$ cat config.mk
export PLATFORM = sky130hd
export DESIGN_NAME = timer_device_flat
export DESIGN_NICKNAME = d
export VERILOG_FILES = /design/src/rtl/timer_pkg.sv /design/src/rtl/timer_if.sv /design/src/rtl/timer_device.sv /design/src/flat_wrapper.sv
export SDC_FILE = /design/constraint.sdc
export NUM_CORES = 1
export LEC_CHECK = 0
export CAP_MARGIN = 20
export CORE_MARGIN = 1
export CORE_UTILIZATION = 48
export DETAILED_ROUTE_END_ITERATION = 12
export PLACE_DENSITY = 0.76
export REMOVE_ABC_BUFFERS = 1
export SKIP_CTS_REPAIR_TIMING = 1
export SYNTH_ARGS = -nofsm -noshare
export SYNTH_HDL_FRONTEND = slang
export SYNTH_SLANG_ARGS = --single-unit
$ cat constraint.sdc
create_clock -name clk -period 2.6 [get_ports clk]
set_input_delay 0.78 -clock clk [delete_from_list [all_inputs] [get_ports clk]]
set_output_delay 0.78 -clock clk [all_outputs]
set_load 0.01 [all_outputs]
$ cat src/rtl/timer_pkg.sv
// Shared constants for the memory-mapped down-counting timer: register map,
// CTRL bit layout, mode encodings and the FSM state type.
package timer_pkg;

    localparam logic [1:0] ADDR_CTRL   = 2'd0;
    localparam logic [1:0] ADDR_PRESET = 2'd1;
    localparam logic [1:0] ADDR_COUNT  = 2'd2;
    localparam logic [1:0] ADDR_RSVD   = 2'd3;

    localparam int CTRL_EN      = 0;
    localparam int CTRL_MODE_LO = 1;
    localparam int CTRL_MODE_HI = 2;
    localparam int CTRL_IM      = 3;

    localparam logic [1:0] MODE_ONESHOT = 2'd0;
    localparam logic [1:0] MODE_RELOAD  = 2'd1;

    typedef enum logic [1:0] {
        ST_IDLE = 2'd0,
        ST_LOAD = 2'd1,
        ST_CNT  = 2'd2,
        ST_INT  = 2'd3
    } state_t;

endpackage

$ cat src/rtl/timer_if.sv
// Bridge-side bus of one timer: decoded word address, qualified write,
// write/read data and the interrupt line.
interface timer_if;
    logic [1:0]  Addr;
    logic        WE;
    logic [31:0] DataIn;
    logic [31:0] DataOut;
    logic        IRQ;

    modport master (output Addr, output WE, output DataIn, input DataOut, input IRQ);
    modport slave  (input Addr, input WE, input DataIn, output DataOut, output IRQ);
endinterface

$ cat src/rtl/timer_device.sv
// Down-counting timer with CTRL/PRESET/COUNT registers, a 4-state FSM and a
// maskable interrupt. The system top instantiates two of these (Timer0/1).
module timer_device
    import timer_pkg::*;
#(
    parameter int CNT_W = 32
) (
    input  logic   clk,
    input  logic   reset,
    timer_if.slave bus
);

    logic [3:0]       ctrl_reg;
    logic [CNT_W-1:0] preset_reg;
    logic [CNT_W-1:0] count_reg;
    state_t           state_reg;
    logic             irq_pend_reg;

    logic en;
    logic reload;
    logic wr_ctrl;
    logic wr_preset;

    assign en        = ctrl_reg[CTRL_EN];
    assign reload    = (ctrl_reg[CTRL_MODE_HI:CTRL_MODE_LO] == MODE_RELOAD);
    assign wr_ctrl   = bus.WE && (bus.Addr == ADDR_CTRL);
    assign wr_preset = bus.WE && (bus.Addr == ADDR_PRESET);

    always_ff @(posedge clk) begin
        if (reset) begin
            ctrl_reg     <= '0;
            preset_reg   <= '0;
            count_reg    <= '0;
            state_reg    <= ST_IDLE;
            irq_pend_reg <= 1'b0;
        end else begin
            // Clears come first so the INT-state set below overrides them.
            if (wr_ctrl || wr_preset || (reload && state_reg != ST_INT))
                irq_pend_reg <= 1'b0;

            case (state_reg)
                ST_IDLE: begin
                    if (en)
                        state_reg <= ST_LOAD;
                end
                ST_LOAD: begin
                    count_reg <= preset_reg;
                    state_reg <= ST_CNT;
                end
                ST_CNT: begin
                    if (!en)
                        state_reg <= ST_IDLE;
                    else if (count_reg != '0)
                        count_reg <= count_reg - CNT_W'(1);
                    else
                        state_reg <= ST_INT;
                end
                ST_INT: begin
                    irq_pend_reg <= 1'b1;
                    if (reload) begin
                        state_reg <= ST_LOAD;
                    end else begin
                        state_reg         <= ST_IDLE;
                        ctrl_reg[CTRL_EN] <= 1'b0;
                    end
                end
                default: state_reg <= ST_IDLE;
            endcase

            // CPU writes are placed last so a CTRL write beats the hardware EN clear.
            if (wr_ctrl)
                ctrl_reg <= bus.DataIn[3:0];
            if (wr_preset)
                preset_reg <= bus.DataIn[CNT_W-1:0];
        end
    end

    always_comb begin
        bus.DataOut = 32'b0;
        case (bus.Addr)
            ADDR_CTRL:   bus.DataOut = {28'b0, ctrl_reg};
            ADDR_PRESET: bus.DataOut = 32'(preset_reg);
            ADDR_COUNT:  bus.DataOut = 32'(count_reg);
            default:     bus.DataOut = 32'b0;
        endcase
    end

    assign bus.IRQ = irq_pend_reg & ctrl_reg[CTRL_IM];

endmodule

$ cat src/flat_wrapper.sv
// flat-port wrapper written by rule: the top's interface ports become plain ports
module timer_device_flat import timer_pkg::*;
#(
    parameter int CNT_W = 32
)
  (clk, reset, bus_Addr, bus_WE, bus_DataIn, bus_DataOut, bus_IRQ);
  timer_if bus_i ();
  input  logic clk;
  input  logic reset;
  input wire logic [$bits(bus_i.Addr)-1:0] bus_Addr;
  input wire logic [$bits(bus_i.WE)-1:0] bus_WE;
  input wire logic [$bits(bus_i.DataIn)-1:0] bus_DataIn;
  output wire logic [$bits(bus_i.DataOut)-1:0] bus_DataOut;
  output wire logic [$bits(bus_i.IRQ)-1:0] bus_IRQ;
  assign bus_i.Addr = bus_Addr;
  assign bus_i.WE = bus_WE;
  assign bus_i.DataIn = bus_DataIn;
  assign bus_DataOut = bus_i.DataOut;
  assign bus_IRQ = bus_i.IRQ;
  timer_device #(.CNT_W(CNT_W)) u_core (.clk(clk), .reset(reset), .bus(bus_i));
endmodule
# After elaboration in Yosys (flattened, before gate mapping)
# Cells that the tools add are included.
# totals
out_inout_bits	33
in_bits	37
reg_bits	71
word_cells	48
# classes
n_reduce_logical	14
mux	14
n_bitwise	1
add_sub_neg	1
eq_ne	12
# ops
op	count
$pmux W32 S3	1
$mux W32	2
$pmux W32 S2	1
$reduce_bool A32 Y1	1
$sub A32 B1 Y32 const B	1
$pmux W2 S4	1
$eq A2 B1 Y1 const B	3
$eq A2 B2 Y1 const B	3
$mux W1	6
$mux W2	3
$ne A2 B1 Y1 const B	3
$reduce_bool A2 Y1	3
$logic_not A2 Y1	2
$ne A2 B2 Y1 const B	2
$reduce_and A2 Y1	2
$logic_and A1 B1 Y1	3
$ne A3 B3 Y1 const B	1
$reduce_and A3 Y1	1
$logic_or A1 B1 Y1	2
$and A1 B1 Y1	1

# Logic depth before layout (Yosys ltp)
# logic_depth
word_depth	6
mapped_depth	9

# Worst setup path before layout
# Ideal clock, no wire load.
# synth_timing
path_kind	input -> output
from	input bus_Addr[1]
to	output bus_DataOut[10]
n_path_buf	3
t_arrival_ps	1991
path_slack_ps	-171
stages	5
path_cell_list	clkbuf_1 -> nor2b_1 -> clkbuf_1 -> buf_1 -> a22o_1
# synth_between
elab_chain_len	2
# synth_rtl
element	line_no	rtl
start, declared	flat_wrapper.sv:10	input wire logic [$bits(bus_i.Addr)-1:0] bus_Addr;
$eq A2 B2 Y1, or another cell as far along	timer_device.sv:80	case (bus.Addr)
$pmux W32 S3 *	timer_device.sv:80	
end, declared	flat_wrapper.sv:13	output wire logic [$bits(bus_i.DataOut)-1:0] bus_DataOut;
# Every way passes the cells marked *; elsewhere a longest branch is shown, timed or not.

# Worst setup path after layout
# layout_timing
from	input bus_Addr[1]
to	output bus_DataOut[28]
# Same word-level chain as after synthesis.

==> results.toml <==
[logic_synthesis]
synth_cell_types = 59
yosysSeqAreaShare_pct = 34.9
yosysWarnings = 0
yosysMostFrequentCell = "nand2_1"
netlist_area_um2 = 4070
syn_inst = 539
async_flop_share_pct = 0
yosysTopAreaCell = "dfxtp_1"
synth_common_cells = "95 x nand2_1, 71 x dfxtp_1, 67 x a21oi_1, 39 x clkbuf_1, 34 x o21ai_0"
synth_edf_count = 0
synth.top_cell.area_share_pct = 34.9
ys_ff_latch = 71
syn_area_per_cell_um2 = 7.55
synth_area_leaders = "dfxtp_1 35%, nand2_1 8.8%, a21oi_1 8.2%"
synth_ff_type = "dfxtp_1"

[clocking]
htreeDepth = 3
clock-sinks = 71
clk_latency_ns = 0.35
numCtsBuffers = 9
root_buffer = "clkbuf_8"
cts_tree = "yes"
clockBufferDepth = 2
clk_pin_slew_ns = 0.06

[timing]
clock.fmax_ghz = 0.358
final.setup.worst_slack_ns = -0.192
worstMarginPinSlew_ns = 0.585
period_share_pct = 107
hold_ws_ns = 0.470
min_period_ns = 2.79
skew_ns = 0.0111
maxSlewViolCount = 0
hold_violations = 0
finalSetupViolCount = 4
rsz0062_at_grt = "true"
max_slew_margin_pct = 60.6

[run_status]
violations = "setup timing"
status = "complete, but fails checks"

[setup_path]
cpMaxStageDelayCell = "clkdlybuf4s50_1"
r2r_end = "u_core.count_reg[7]"
critPathBufInv = 3
cp.required_ns = 1.82
cp_cell_sequence = "clkbuf_2 > nor2b_4 > buf_6 > a22o_1 > clkdlybuf4s50_1"
path_max_fanout = 13
r2r_start = "u_core.count_reg[17]"
start_kind = "input pin"
end_kind = "primary output"
timing_worst_setup_path_type = "input pin to primary output"
cp_top_family = "buffers and inverters"
rrSetupSlack_ns = 0.17
critPathMaxStageDelay_ns = 0.55
path_depth = 5
worstRegToRegCells = 5
cp.arrival_ns = 2.01

[floorplanning]
dieArea_um2 = 8850
start_util_pct = 49.5
coreArea_um2 = 8220
die_width_um = 94.1
rows = 33
pin_count = 70
die_height_um = 94.1

[power_and_ir_drop]
power_density_nw_per_um2 = 800
p_seq_share_pct = 29.3
power_mw = 4.25
peakVddDrop_v = 0.000429
cell_internal_pwr_mw = 2.52
switching_share_pct = 40.6
p_switching_mw = 1.73
leakage_nw = 2.41
combinationalPowerShare_pct = 47.0
clkPwrFrac_pct = 23.7

[hold_path]
hold_path_depth = 2
hp-class = "register to register"
worstHoldStart = "u_core.preset_reg[18]"
hold_path_end = "u_core.preset_reg[18]"

[placement]
dp_hpwl_mm = 8.14
gp_routability_congestion = 0.896
dp_slack_ns = -0.643
port_buffers = 69

[route]
drt-total-wl_mm = 11.7
viasPerCell = 6.01
ant_nets = 0
vias = 4318
wl_per_cell_um = 16.3
drtPass1Iterations = 5
drt_iter0_markers = 361
remaining_drc_errors = 0

[grt]
antenna_found_initial = 0
grt_pass1_wl_mm = 19.0
gr-usage-all-layers_pct = 27.1
grt_max_degree = 70
grt_pass1_vias = 3760
overflow = 0

[final_layout]
diodes = 0
multi_input_area_um2 = 2420
fin_nets = 650
fill_cells = 712
ff_latch_area_um2 = 1420
drive_gt1_share_pct = 11.1
area_growth_syn_to_layout_pct = 30.5

[job]
cap_violations = 0
-- logic make-up after synthesis --
family,share of synthesized area (%)
muxes,2.77
and+or+nand+nor,26.3
AOI/OAI and AO/OA,28.5
buffers and inverters,5.96
adders and majority gates,1.54
DFF,34.9
-- worst max-delay path by stage --
stage | startpoint | end | slack, ns
2_1_floorplan | u_core.state_reg[0] | u_core.count_reg[13] | -1.57
3_3_place_gp | bus_Addr[0] | bus_DataOut[19] | -0.61
3_5_place_dp | bus_Addr[0] | bus_DataOut[19] | -0.64
4_1_cts | bus_Addr[0] | bus_DataOut[19] | -0.66
5_1_grt | bus_Addr[0] | bus_DataOut[15] | -0.25
6_report | bus_Addr[1] | bus_DataOut[28] | -0.19
-- power by group through the flow --
stage,sequential (mW),clock (mW),combinational (mW)
after floorplan,1.25,0,1.13
after global placement,1.27,0,1.92
after detailed placement,1.27,0,1.95
after CTS,1.24,1.01,1.96
after global routing,1.26,1.07,2.15
final,1.25,1.01,2.00
-- tightest hold or removal path: stages (launching register included) --
cell and delay [ns]:
dfxtp_1 0.32, nand2_1 0.05, a21oi_1 0.05
-- metrics by stage --
| step | std cells | setup TNS [ns] | area, um^2 | utilization (%) |
|---|---|---|---|---|
| 6_report | 718 | -0.707 | 5310 | 64.7 |
| 3_3_place_gp | 701 | -18.83 | 4970 | 60.5 |
| 2_1_floorplan | 493 | -74.49 | 3870 | - |
| 4_1_cts | 717 | -20.38 | 5200 | 63.3 |
| 3_5_place_dp | 701 | -19.92 | 4970 | 60.5 |
| 5_1_grt | 718 | -0.963 | 5310 | 64.7 |
-- cells in the final DEF, fill, tap and decap left out, drive strengths merged, types with 15 or more instances in the layout --
master / n
nand2: 95
dfxtp: 71
a21oi: 67
clkdlybuf4s50: 38
buf: 36
o21ai: 34
dlymetal6s2s: 28
a22o: 28
nor2: 26
nor3: 18
nor2b: 18
clkbuf: 15
-- routing by layer --
metal | part of all wire (%) | vias up | GRT usage (%)
met5 | 0 | - | 0
met4 | 1.0 | 0 | 7.56
met1 | 46 | 2052 | 38.1
met2 | 47 | 157 | 42.6
met3 | 6.0 | 11 | 4.13
li1 | - | 2098 | -
-- final cells by class --
class,count,share of cell area (%)
Multi-Input combinational cell,410,45.6
Inverter,12,0.848
Tap cell,105,2.47
Clock inverter,3,1.22
Sequential cell,71,26.8
Timing Repair Buffer,104,20.1
Clock buffer,13,2.99
Note: power is estimated with default switching activity, not from simulation.
